$ cat config.mk
export PLATFORM = sky130hd
export DESIGN_NAME = tagged_dispatcher_flat
export DESIGN_NICKNAME = d
export VERILOG_FILES = /design/src/rtl/dispatch_pkg.sv /design/src/rtl/tagged_dispatcher_if.sv /design/src/rtl/dispatch_fifo.sv /design/src/rtl/tagged_dispatcher.sv /design/src/flat_wrapper.sv
export SDC_FILE = /design/constraint.sdc
export NUM_CORES = 1
export LEC_CHECK = 0
export ABC_AREA = 1
export CAP_MARGIN = 20
export CORE_AREA = 4 4 104 155
export CTS_CLUSTER_SIZE = 24
export DETAILED_ROUTE_END_ITERATION = 16
export DIE_AREA = 0 0 108 159
export GPL_TIMING_DRIVEN = 1
export PLACE_DENSITY = 0.83
export SLEW_MARGIN = 20
export SYNTH_ARGS = -nofsm -noshare
export SYNTH_HDL_FRONTEND = slang
export SYNTH_SLANG_ARGS = --single-unit
export TNS_END_PERCENT = 30
$ cat constraint.sdc
create_clock -name clk -period 2.6 [get_ports clk]
set_input_delay 0.52 -clock clk [delete_from_list [all_inputs] [get_ports clk]]
set_output_delay 0.52 -clock clk [all_outputs]
set_load 0.02 [all_outputs]
$ cat src/rtl/dispatch_pkg.sv
// dispatch_pkg: shared width helpers and the redirect channel search for tagged_dispatcher.
package dispatch_pkg;
  localparam int MAXF = 32;
  typedef struct packed {
    logic       found;
    logic [4:0] idx;
  } pick_t;
  function automatic int tag_w(input int n);
    return n > 1 ? $clog2(n) : 1;
  endfunction
  function automatic int cnt_w(input int depth);
    return $clog2(depth + 1);
  endfunction
  // First non-full channel after start, wrapping modulo n; start itself is never chosen.
  function automatic pick_t next_nonfull(input logic [MAXF-1:0] full, input int start, input int n);
    pick_t r;
    int c;
    r = '0;
    for (int k = 1; k < MAXF; k++) begin
      c = (start + k) % n;
      if (k < n && !r.found && !full[c[4:0]]) r = '{found: 1'b1, idx: c[4:0]};
    end
    return r;
  endfunction
endpackage

$ cat src/rtl/tagged_dispatcher_if.sv
// tagged_dispatcher_if: tagged write-side handshake into the dispatcher.
interface tagged_dispatcher_if #(parameter int WIDTH = 8, parameter int TAGWIDTH = 2);
  logic                push;
  logic [TAGWIDTH-1:0] tag_in;
  logic [WIDTH-1:0]    data_in;
  logic                ready;
  logic                acc;
  logic [TAGWIDTH-1:0] acc_tag;
  modport master (output push, tag_in, data_in, input ready, acc, acc_tag);
  modport slave (input push, tag_in, data_in, output ready, acc, acc_tag);
endinterface

$ cat src/rtl/dispatch_fifo.sv
// dispatch_fifo: one first-word-fall-through channel buffer; head reads 0 while empty.
module dispatch_fifo
  import dispatch_pkg::*;
#(
  parameter int WIDTH = 8,
  parameter int DEPTH = 4
) (
  input  logic             clk,
  input  logic             rst_n,
  input  logic             push,
  input  logic             pop,
  input  logic [WIDTH-1:0] data_in,
  output logic [WIDTH-1:0] data_out,
  output logic             empty,
  output logic             full
);
  localparam int PW = $clog2(DEPTH);
  localparam int CW = cnt_w(DEPTH);
  logic [WIDTH-1:0] mem [DEPTH];
  logic [PW-1:0]    wp, rp;
  logic [CW-1:0]    count;
  logic             wr, rd;
  assign wr       = push & !full;
  assign rd       = pop & !empty;
  assign empty    = count == '0;
  assign full     = count == CW'(DEPTH);
  assign data_out = empty ? '0 : mem[rp];
  always_ff @(posedge clk or negedge rst_n)
    if (!rst_n) begin
      wp    <= '0;
      rp    <= '0;
      count <= '0;
      for (int i = 0; i < DEPTH; i++) mem[i] <= '0;
    end else begin
      if (wr) begin
        mem[wp] <= data_in;
        wp      <= wp + PW'(1);
      end
      if (rd) rp <= rp + PW'(1);
      count <= count + CW'(wr) - CW'(rd);
    end
endmodule

$ cat src/rtl/tagged_dispatcher.sv
// tagged_dispatcher: routes one tagged word per cycle into per-channel FIFOs, counts refused pushes.
// Define REDIRECT_EN to divert words aimed at a full channel to the next non-full one.
module tagged_dispatcher
  import dispatch_pkg::*;
#(
  parameter int NUM_FIFOS = 4,
  parameter int WIDTH     = 8,
  parameter int DEPTH     = 4,
  parameter int TAGWIDTH  = $clog2(NUM_FIFOS),
  parameter int CNTWIDTH  = 8
) (
  input  logic                       clk,
  input  logic                       rst_n,
  tagged_dispatcher_if.slave         wr,
  input  logic [NUM_FIFOS-1:0]       pop,
  output logic [NUM_FIFOS*WIDTH-1:0] flat_data_out,
  output logic [NUM_FIFOS-1:0]       empty,
  output logic [NUM_FIFOS-1:0]       full,
  output logic [CNTWIDTH-1:0]        drop_cnt
);
  logic                tag_ok, hit_free;
  logic [TAGWIDTH-1:0] dest;
  assign tag_ok   = int'(wr.tag_in) < NUM_FIFOS;
  assign hit_free = tag_ok && !full[wr.tag_in];
`ifdef REDIRECT_EN
  pick_t alt;
  assign alt      = next_nonfull(MAXF'(full), int'(wr.tag_in), NUM_FIFOS);
  assign wr.ready = hit_free | (tag_ok & alt.found);
  assign dest     = hit_free ? wr.tag_in : TAGWIDTH'(alt.idx);
`else
  assign wr.ready = hit_free;
  assign dest     = wr.tag_in;
`endif
  assign wr.acc     = wr.push & wr.ready;
  assign wr.acc_tag = wr.acc ? dest : '0;
  always_ff @(posedge clk or negedge rst_n)
    if (!rst_n) drop_cnt <= '0;
    else if (wr.push && !wr.ready && !(&drop_cnt)) drop_cnt <= drop_cnt + CNTWIDTH'(1);
  for (genvar j = 0; j < NUM_FIFOS; j++) begin : g_ch
    dispatch_fifo #(.WIDTH(WIDTH), .DEPTH(DEPTH)) u_fifo (
      .clk      (clk),
      .rst_n    (rst_n),
      .push     (wr.acc && int'(dest) == j),
      .pop      (pop[j]),
      .data_in  (wr.data_in),
      .data_out (flat_data_out[j*WIDTH +: WIDTH]),
      .empty    (empty[j]),
      .full     (full[j])
    );
  end
endmodule

$ cat src/flat_wrapper.sv
// flat-port wrapper written by rule: the top's interface ports become plain ports
module tagged_dispatcher_flat import dispatch_pkg::*;
#(
  parameter int NUM_FIFOS = 4,
  parameter int WIDTH     = 8,
  parameter int DEPTH     = 4,
  parameter int TAGWIDTH  = $clog2(NUM_FIFOS),
  parameter int CNTWIDTH  = 8
)
  (clk, rst_n, pop, flat_data_out, empty, full, drop_cnt, wr_push, wr_tag_in, wr_data_in, wr_ready, wr_acc, wr_acc_tag);
  tagged_dispatcher_if #(.WIDTH(WIDTH), .TAGWIDTH(TAGWIDTH)) wr_i ();
  input  logic clk;
  input  logic rst_n;
  input  logic [NUM_FIFOS-1:0] pop;
  output logic [NUM_FIFOS*WIDTH-1:0] flat_data_out;
  output logic [NUM_FIFOS-1:0] empty;
  output logic [NUM_FIFOS-1:0] full;
  output logic [CNTWIDTH-1:0] drop_cnt;
  input wire logic [$bits(wr_i.push)-1:0] wr_push;
  input wire logic [$bits(wr_i.tag_in)-1:0] wr_tag_in;
  input wire logic [$bits(wr_i.data_in)-1:0] wr_data_in;
  output wire logic [$bits(wr_i.ready)-1:0] wr_ready;
  output wire logic [$bits(wr_i.acc)-1:0] wr_acc;
  output wire logic [$bits(wr_i.acc_tag)-1:0] wr_acc_tag;
  assign wr_i.push = wr_push;
  assign wr_i.tag_in = wr_tag_in;
  assign wr_i.data_in = wr_data_in;
  assign wr_ready = wr_i.ready;
  assign wr_acc = wr_i.acc;
  assign wr_acc_tag = wr_i.acc_tag;
  tagged_dispatcher #(.NUM_FIFOS(NUM_FIFOS), .WIDTH(WIDTH), .DEPTH(DEPTH), .TAGWIDTH(TAGWIDTH), .CNTWIDTH(CNTWIDTH)) u_core (.clk(clk), .rst_n(rst_n), .wr(wr_i), .pop(pop), .flat_data_out(flat_data_out), .empty(empty), .full(full), .drop_cnt(drop_cnt));
endmodule
; Word-level counts from Yosys, hierarchy flattened
; Cells that the tools add are included.
; Widths: inputs -> output; s select.
[word_totals]
elab_cells = 140
register_bits = 164
inputBits = 17
out_inout_bits = 52
[classes]
reduce_logical = 26
muxes = 31
bitwise_logic = 17
n_lt_le_gt_ge = 13
n_addsub = 17
eq_ne = 7
[ops]
columns = cell, n
row1 = $bwmux 32, 4
row2 = $mux 8, 16
row3 = $bmux 8 s2, 4
row4 = $demux 8 s2, 4
row5 = $ge 3x3->1 const B, 8
row6 = $not 2->3, 8
row7 = $add 2x1->2 const B, 8
row8 = $add 3x1->3, 4
row9 = $eq 3x3->1 const B, 4
row10 = $logic_not 3->1, 4
row11 = $lt 3x1->1 const B, 4
row12 = $sub 3x1->3, 4
row13 = $logic_and 1x1->1, 10
row14 = $logic_not 1->1, 10
row15 = $and 1x1->1, 9
row16 = $add 8x1->8 const B, 1
row17 = $reduce_and 8->1, 1
row18 = $eq 2x2->1 const B, 2
row19 = $lt 2x3->1 const B, 1
row20 = $bmux 1 s2, 1
row21 = $eq 2x1->1 const B, 1
row22 = $logic_not 2->1, 1
row23 = $mux 2, 1
row24 = $mux 1, 1

; Logic depth before layout (Yosys ltp)
; Gate-level depths: netlist of run 1.
[depth]
depth_word = 9
mapped_depth = 14
depth_no_buf = 14

; Hierarchy
; A second synthesis of run 1 with hierarchy kept.
[hier_totals]
hier_cells = 1225
area_unflattened_um2 = 9540.4
[by_module_without_submodules]
columns = mod, area_per_inst_um2, n_inst, cells_per_inst
row1 = dispatch_fifo, 2215.9, 4, 282
row2 = tagged_dispatcher, 676.9, 1, 97

; Worst setup path before layout of run 1
; OpenSTA, ideal clock, no wires.
[synth_path]
path_type = input port to flip-flop
start = in wr_tag_in[1]
end = reg u_core.g_ch[3].u_fifo.count[2]
path_slack_ps = -3
arrival_time_ps = 2481
path_buffers = 0
stages = 14
cell_sequence = inv_1 nor2_4 nand3_1 nand2_2 nor2_4 nand2_1 nor2_1 inv_1 ha_1 inv_1 ha_1 inv_1 fa_1 xor2_1
[synth_via]
elab_chain_len = 8
word_cells_on_any_way = 9
classes_between = add/sub (2) / eq/ne (1) / mux (2) / bitwise (2) / reduce/logical (2)
[synth_lines]
columns = element, line
row1 = start: declaration, flat_wrapper.sv:20  ; input wire logic [$bits(wr_i.tag_in)-1:0] wr_tag_in;
row2 = $bmux 1 s2, tagged_dispatcher.sv:24  ; assign hit_free = tag_ok && !full[wr.tag_in];
row3 = $mux 1 (implied by the code), tagged_dispatcher.sv:24
row4 = $logic_not 1->1, tagged_dispatcher.sv:24
row5 = $and 1x1->1, tagged_dispatcher.sv:34  ; assign wr.acc = wr.push & wr.ready;
row6 = $logic_and 1x1->1 (*), tagged_dispatcher.sv:43  ; .push (wr.acc && int'(dest) == j),
row7 = $and 1x1->1 (*), dispatch_fifo.sv:23  ; assign wr = push & !full;
row8 = $add 3x1->3 (*), dispatch_fifo.sv:40  ; count <= count + CW'(wr) - CW'(rd);
row9 = $sub 3x1->3 (*), dispatch_fifo.sv:40
row10 = end signal: assignment, dispatch_fifo.sv:40
row11 = end: declaration, dispatch_fifo.sv:21  ; logic [CW-1:0] count;
; Mark *: on every way between the ends. The rest lies on a longest branch, timed or not. The select of a mux whose other input is x is not followed.
; A chain may end at the register's enable or synchronous reset.

; Worst setup path in the final report of run 1
[layout_path]
start = reg u_core.g_ch[0].u_fifo.count[2]
end = out full[0]
[layout_via]
elab_chain_len = 1
[layout_lines]
columns = element, line
row1 = start: declaration, dispatch_fifo.sv:21
row2 = start signal: assignment, dispatch_fifo.sv:40
row3 = $eq 3x3->1, dispatch_fifo.sv:26  ; assign full = count == CW'(DEPTH);
row4 = end: declaration, flat_wrapper.sv:17  ; output logic [NUM_FIFOS-1:0] full;
; Every way passes these cells.

==> results of run 1 <==
-- through the flow --
| step | instance area, µm² | cells |
|---|---|---|
| after floorplan | 8560 | 1072 |
| after global placement | 9700 | 1336 |
| after detailed placement | 9700 | 1336 |
| after CTS | 10300 | 1367 |
| after global routing | 10300 | 1368 |
| final | 10300 | 1368 |
-- power groups by stage --
stage | Clock (µW) | Sequential, µW | Combinational (µW)
3_5_place_dp | 0 | 4480 | 6420
4_1_cts | 2450 | 4500 | 6270
3_3_place_gp | 0 | 4460 | 6230
5_1_grt | 2570 | 4650 | 6920
2_1_floorplan | 0 | 4280 | 4140
6_report | 2440 | 4530 | 6250
-- flip-flops by register name (all words and copies together), names as in the netlist --
register / flops
u_core.g_ch.u_fifo.mem: 128
u_core.g_ch.u_fifo.count: 12
u_core.g_ch.u_fifo.rp: 8
u_core.g_ch.u_fifo.wp: 8
u_core.drop_cnt: 8
-- cell usage in the layout, fill, tap and decap left out, drive strengths merged --
cell / n
a21oi: 35
buf: 69
bufinv: 1
clkbuf: 20
clkdlybuf4s15: 3
clkdlybuf4s50: 29
clkinv: 9
clkinvlp: 4
dfrtp: 164
dlygate4sd2: 22
dlymetal6s2s: 12
fa: 4
ha: 25
inv: 59
nand2: 361
nand3: 9
nand4: 83
nor2: 169
nor3: 2
o21ai: 73
or2: 2
xnor2: 5
xor2: 12
-- critical path, stage by stage (launching register included) --
cell and delay, ns:
dfrtp_1 0.41, inv_1 0.09, or2_2 0.29, nor2_1 0.15, clkdlybuf4s50_1 0.65
-- cells by family (layout without fill, tap and decap cells) --
kind of cell | Yosys count | in the layout
AND/OR/NAND/NOR | 626 | 626
flip-flops | 164 | 164
buffers and inverters | 128 | 228
AO/OA/AOI/OAI | 108 | 108
adder cells (fa/ha/maj) | 29 | 29
XOR/XNOR | 17 | 17
-- path summary, 6_finish.rpt --
| path | from | endpoint | slack [ns] |
|---|---|---|---|
| max | u_core.g_ch[0].u_fifo.count[2]$_DFF_PN0_ | full[0] | 0.07 |
| min | rst_n | u_core.drop_cnt[1]$_DFFE_PN0P_ | 0.05 |
| max reg2reg | u_core.g_ch[3].u_fifo.count[1]$_DFF_PN0_ | u_core.g_ch[3].u_fifo.count[2]$_DFF_PN0_ | 0.30 |
| min reg2reg | u_core.g_ch[1].u_fifo.mem[19]$_DFFE_PN0P_ | u_core.g_ch[1].u_fifo.mem[19]$_DFFE_PN0P_ | 0.47 |
| max in group asynchronous | rst_n | u_core.g_ch[3].u_fifo.mem[8]$_DFFE_PN0P_ | 1.86 |
| min in group clk | u_core.g_ch[1].u_fifo.mem[19]$_DFFE_PN0P_ | u_core.g_ch[1].u_fifo.mem[19]$_DFFE_PN0P_ | 0.47 |
-- what timing repair did --
| action | 4_1_cts | 5_1_grt |
|---|---|---|
| endpoints found under the setup margin | 32 | 22 |
| buffers inserted | 0 | 1 |
| gates resized for setup | 46 | 15 |
| pin swaps | 1 | 1 |
-- final cells by class --
type | instances | area [µm²] | share of cell area (%)
multi-input combinational | 780 | 3900 | 37.8
clock buffer | 20 | 467 | 4.53
timing repair buffer | 135 | 1240 | 12.1
sequential | 164 | 4110 | 39.8
clock inverter | 11 | 103 | 0.995
tap | 196 | 245 | 2.38
inverter | 62 | 244 | 2.37
-- routing by layer --
metal	track usage, %	routed length, µm	share of wire (%)
met5	0	0	0
met4	11.7	906	3.9
met1	33.8	8900	38
met3	5.15	1310	5.6
met2	49.1	12200	52
==> metrics.md, run 1 <==
| Metric | Value |
|---|---|
| Post-CTS Hold Fix Bufs | 0 |
| Initial antenna violation count | 0 |
| Worst rel slew slack | 36.0% |
| Die width | 108 µm |
| LEAKAGE | 0.00536 µW |
| Die Ht | 159 µm |
| Initial core utilization | 58.4% |
| Vias | 7735 |
| GPL Wtd Cong | 0.867 |
| Post-Synth Simple-Gate Area | 32.5% |
| CTS Buf Count | 17 |
| Post-synth EDFFs | 0 |
| Yosys top cell by area | dfrtp_1 |
| WP data required | 2.08 ns |
| Max Cap Viol | 0 |
| Worst-case clock buffer depth | 2 |
| Post-synth ARST share | 100% |
| Post-route DRC | 0 |
| Post-DP HPWL | 15.3 mm |
| Fin crit share | 97.2% |
| Slew Limit Fails | 0 |
| Logic pwr share | 47.3% |
| Clk Latency, worst-skew pair | 0.43 ns |
| Area overhead of the layout relative to synthesis | 20.5% |
| CTS root buffer | clkbuf_16 |
| Least-Margin Pin Slew | 0.957 ns |
| Detailed Route Iter0 Violations | 617 |
| WP data arrival | 2.01 ns |
| Synth Area in XOR/XNOR | 1.74% |
| Ys flop type | dfrtp_1 |
| Avg Inst Size Synth | 7.98 µm² |
| Filler instances | 1132 |
| WL/cell | 17.0 µm |
| Full die area | 17200 µm² |
| Post-synthesis sequential area ratio | 48.0% |
| Place WS | -0.413 ns |
| CTS tree | done |
| Post-synthesis mux area share | 0% |
| Crit Path Class | flop to output pin |
| Core box area | 14700 µm² |
| Antenna diodes | 0 |
| Tightest Hold Check Type | input port to asynchronous set/reset pin |
| CTS sink count | 164 |
| Synth cell count leaders | nand2_1, nor2_1, dfrtp_1, nand4_1, o21ai_0 |
| Port Buf Inserts | 68 |
| Largest net degree at the start of global routing | 60 |
| Unrepaired setup endpoints after global routing | no |
| Peak supply drop | 0.739 mV |
| R2R cell count | 13 |
| TritonRoute pass-1 iters | 6 |
| Setup TNS | 0 ns |
| Internal power | 7540 µW |
| Largest cells by area after synthesis | dfrtp_1, nand2_1, nor2_1 |
| Routed wire length | 23.3 mm |
| Clock power frac | 18.4% |
| Yosys cell types | 30 |
| # H-tree levels | 4 |
| Share of layout cells above drive strength 1 | 12.2% |
| Vias in the first global route | 7746 |
| Most frequent cell after synthesis | nand2_1 |
| Post-layout min period | 2.53 ns |
| Synthesized Nets | 1118 |
| Yosys top cell area share | 48.0% |
| NumNets Final | 1206 |
| Total congestion overflow | 0 |
| Yosys warning total | 0 |
| Power Density | 1280 nW/µm² |
| Post-synthesis cell count | 1072 |
| Status | complete, no violations |
| IO Pins | 69 |
| Adder-Cell Fraction of Synth Area | 4.59% |
| Vias/cell | 5.65 |
| Compound-gate portion of the synthesized area | 6.62% |
| Total power | 13200 µW |
| Synthesized area | 8560 µm² |
| Finished Core Util | 70.3% |
| Final Hold Fails | 0 |
| Reg power frac | 34.3% |
| Highest clock rate | 0.396 GHz |
| Reg clk slew, reported paths | 0.06 ns |
| Hold_ws | 0.0500 ns |
| Sw Ratio | 43.0% |
| CP Launch Type | flop |
| Flops & latches, synth | 164 |
| Critical path endpoint category | output pin |
| DRT antenna net count | 0 |
| Worst Skew | 0.00635 ns |
| Setup ws final | 0.0734 ns |
| Gr usage total | 28.2% |
| First-pass GRT wire length | 38.5 mm |
| Largest family of logic cells by synthesized area | simple AND/OR/NAND/NOR gates |
| Max Fanout on Critical Path | 3 |
| Row count | 54 |
| Net Switching | 5690 µW |
| # setup viols final | 0 |
Note: power is estimated with default switching activity, not from simulation.
==> run 2: changes to the inputs <==
Settings changed: ABC_AREA 1 to default, CORE_AREA 4 4 104 155 to 4 4 100 149, DIE_AREA 0 0 108 159 to 0 0 104 153.
==> run 2 against run 1 <==
Net effect: routed wire length shrank 31%; design area shrank 8.0%; die area shrank 7.3%; critical path depth shrank 1; first-iteration DRC count shrank 70%; non-clock buffer count shrank 35; synthesized area shrank 9.2%; worst hold slack gained 0.031 ns; global-route usage shrank 6.8 points; cell count shrank 42%; largest power group unchanged; highest routed layer unchanged.
==> metrics.md, run 2 <==
| Metric | Value |
|---|---|
| Fin crit share | 98.9% |
| Highest clock rate | 0.389 GHz |
| Largest net degree at the start of global routing | 66 |
| Detailed Route Iter0 Violations | 187 |
| Crit-path cells | nor3_2 > buf_4 > clkdlybuf4s50_1 |
| Unrepaired setup endpoints after global routing | yes |
| Port Buf Inserts | 68 |
| Final Hold Fails | 0 |
| GPL Wtd Cong | 0.780 |
| Total congestion overflow | 0 |
| Commonest non-fill, non-tap cells in the layout | dfrtp_1, mux2_2, nor2b_1 |
| Critical Path Max Stage Delay | 0.63 ns |
| Tightest Hold Check Type | input port to asynchronous set/reset pin |
| Filler instances | 937 |
| Post-synth ARST share | 100% |
| Net Switching | 4330 µW |
| Sw Ratio | 33.7% |
| Post-synthesis sequential area ratio | 52.8% |
| Setup repair bufs after CTS | 0 |
| Synthesized area | 7770 µm² |
| CTS tree | done |
| Critical path endpoint category | output pin |
| # H-tree levels | 4 |
| Yosys top cell by area | dfrtp_1 |
| Internal power | 8540 µW |
| R2R Setup Slk | 0.34 ns |
| Crit Path Class | flop to output pin |
| Synthesized Nets | 577 |
| TritonRoute pass-1 iters | 4 |
| Max Cap Viol | 0 |
| Largest cells by area after synthesis | dfrtp_1, mux2_2, mux4_2 |
| Setup TNS | 0 ns |
| Max Fanout on Critical Path | 9 |
| Row count | 52 |
| Full die area | 15900 µm² |
| Vias | 4594 |
| Worst rel slew slack | 50.7% |
| # setup viols final | 0 |
| Die width | 104 µm |
| Worst Skew | 0.00772 ns |
| Reg with most FFs | u_core.g_ch.u_fifo.mem |
| Max FFs per register | 128 |
| Post-Place Cell Area | 8840 µm² |
| WL/cell | 20.1 µm |
| Clk Latency, worst-skew pair | 0.42 ns |
| Reg2reg start | u_core.g_ch[3].u_fifo.count[2]$_DFF_PN0_ |
| Die Ht | 153 µm |
| WP data arrival | 2.05 ns |
| Initial core utilization | 57.4% |
| Share of layout cells above drive strength 1 | 39.6% |
| WP data required | 2.08 ns |
| Post-CTS Hold Fix Bufs | 0 |
| Ys flop type | dfrtp_1 |
| Largest regs | u_core.g_ch.u_fifo.mem: 128 flops, u_core.g_ch.u_fifo.count: 12 flops |
| DRT antenna net count | 0 |
| Synth cell count leaders | dfrtp_1, mux2_2, nor2b_1, mux4_2 |
| Hold_ws | 0.0807 ns |
| Initial antenna violation count | 0 |
| Yosys top cell area share | 52.8% |
| Flops & latches, synth | 164 |
| Yosys warning total | 0 |
| CTS sink count | 164 |
| R2R Path End | u_core.g_ch[3].u_fifo.count[2]$_DFF_PN0_ |
| Vias in the first global route | 5199 |
| Slew Limit Fails | 0 |
| LEAKAGE | 0.00431 µW |
| CP Launch Type | flop |
| WP buf/inv | 2 |
| Critical-path top delay cell | clkdlybuf4s50_1 |
| Reg power frac | 36.6% |
| Commonest non-fill, non-tap cell in the layout | dfrtp_1 |
| Yosys cell types | 31 |
| Post-synth EDFFs | 0 |
| Core box area | 13500 µm² |
| Logic pwr share | 42.5% |
| Post-layout min period | 2.57 ns |
| Antenna diodes | 0 |
| Vias/cell | 5.75 |
| Layout Cell Area excl Fill | 9480 µm² |
| CTS root buffer | clkbuf_16 |
| Worst-case clock buffer depth | 2 |
| Power Density | 1360 nW/µm² |
| Routed wire length | 16.1 mm |
| Status | complete, no violations |
| Avg Inst Size Synth | 14.6 µm² |
| Gr usage total | 21.3% |
| IO Pins | 69 |
| CTS Buf Count | 17 |
| Area overhead of the layout relative to synthesis | 22.1% |
| Post-synthesis cell count | 531 |
| Clock power frac | 20.9% |
| Peak supply drop | 0.805 mV |
| First-pass GRT wire length | 26.5 mm |
| Most frequent cell after synthesis | dfrtp_1 |
| Least-Margin Pin Slew | 0.737 ns |
| Post-route DRC | 0 |
| Post-DP HPWL | 11.2 mm |
| Reg clk slew, reported paths | 0.06 ns |
| NumNets Final | 670 |
| R2R cell count | 10 |
| Crit-path leading delay family | buffers and inverters |
## run 2: metrics by stage
step,worst slack (ns),utilization (%),total power [µW],std cells
after floorplan,0.0497,-,8260,531
final,0.0289,70.1,12900,799
after global routing,-0.00448,70.1,13600,799
after detailed placement,-0.312,65.3,10600,767
after CTS,0.00621,70.0,13000,799
after global placement,-0.238,65.3,10200,767
## run 2: cell families (layout without fill, tap and decap cells)
kind of cell / Yosys count / in the layout / synth area share (%)
flip-flops: 164 / 164 / 52.8
multiplexers: 162 / 162 / 28.1
AND/OR/NAND/NOR: 90 / 90 / 7.33
buffers and inverters: 51 / 157 / 2.98
adder cells (fa/ha/maj): 29 / 29 / 5.06
XOR/XNOR: 27 / 27 / 3.04
AO/OA/AOI/OAI: 8 / 8 / 0.644
## run 2: worst max path at each step
stage                                                  start                                        to  cells past startpoint
detailed placement                              wr_tag_in[1]                                    wr_acc                      6
finish              u_core.g_ch[2].u_fifo.count[2]$_DFF_PN0_                                  empty[2]                      3
global route        u_core.g_ch[2].u_fifo.count[1]$_DFF_PN0_                                   full[2]                      3
global placement                                wr_tag_in[1]                                    wr_acc                      6
CTS                 u_core.g_ch[2].u_fifo.count[2]$_DFF_PN0_                                  empty[2]                      3
floorplan                                       wr_tag_in[1]  u_core.g_ch[3].u_fifo.count[2]$_DFF_PN0_                     11
## run 2: power by group through the flow
| stage | combinational (µW) | clock [µW] | sequential (µW) |
|---|---|---|---|
| after floorplan | 3910 | 0 | 4340 |
| after global placement | 5660 | 0 | 4550 |
| after detailed placement | 5860 | 0 | 4690 |
| after CTS | 5560 | 2720 | 4690 |
| after global routing | 5910 | 2840 | 4850 |
| final | 5470 | 2690 | 4710 |
## run 2: what timing repair did
action | CTS | global route
gates resized for setup | 43 | 3
endpoints found under the hold margin | 0 | 0
pin swaps | 0 | 1
endpoints found under the setup margin | 39 | 6
## run 2: per-layer routing
metal / up-vias / part of all wire [%] / global-route usage, %
met4: 0 / 2.9 / 8.87
met2: 105 / 55 / 38.8
met1: 2408 / 39 / 24.4
met5: - / 0 / 0
li1: 2050 / - / -
met3: 31 / 3.2 / 4.43
## run 2: final cells by class
type / count / area [µm²] / area share (%)
sequential: 164 / 4100 / 43.3
multi-input combinational: 316 / 3480 / 36.7
timing repair buffer: 100 / 967 / 10.2
clock buffer: 24 / 492 / 5.19
tap: 162 / 203 / 2.14
inverter: 25 / 93.8 / 0.990
clock inverter: 8 / 146 / 1.54
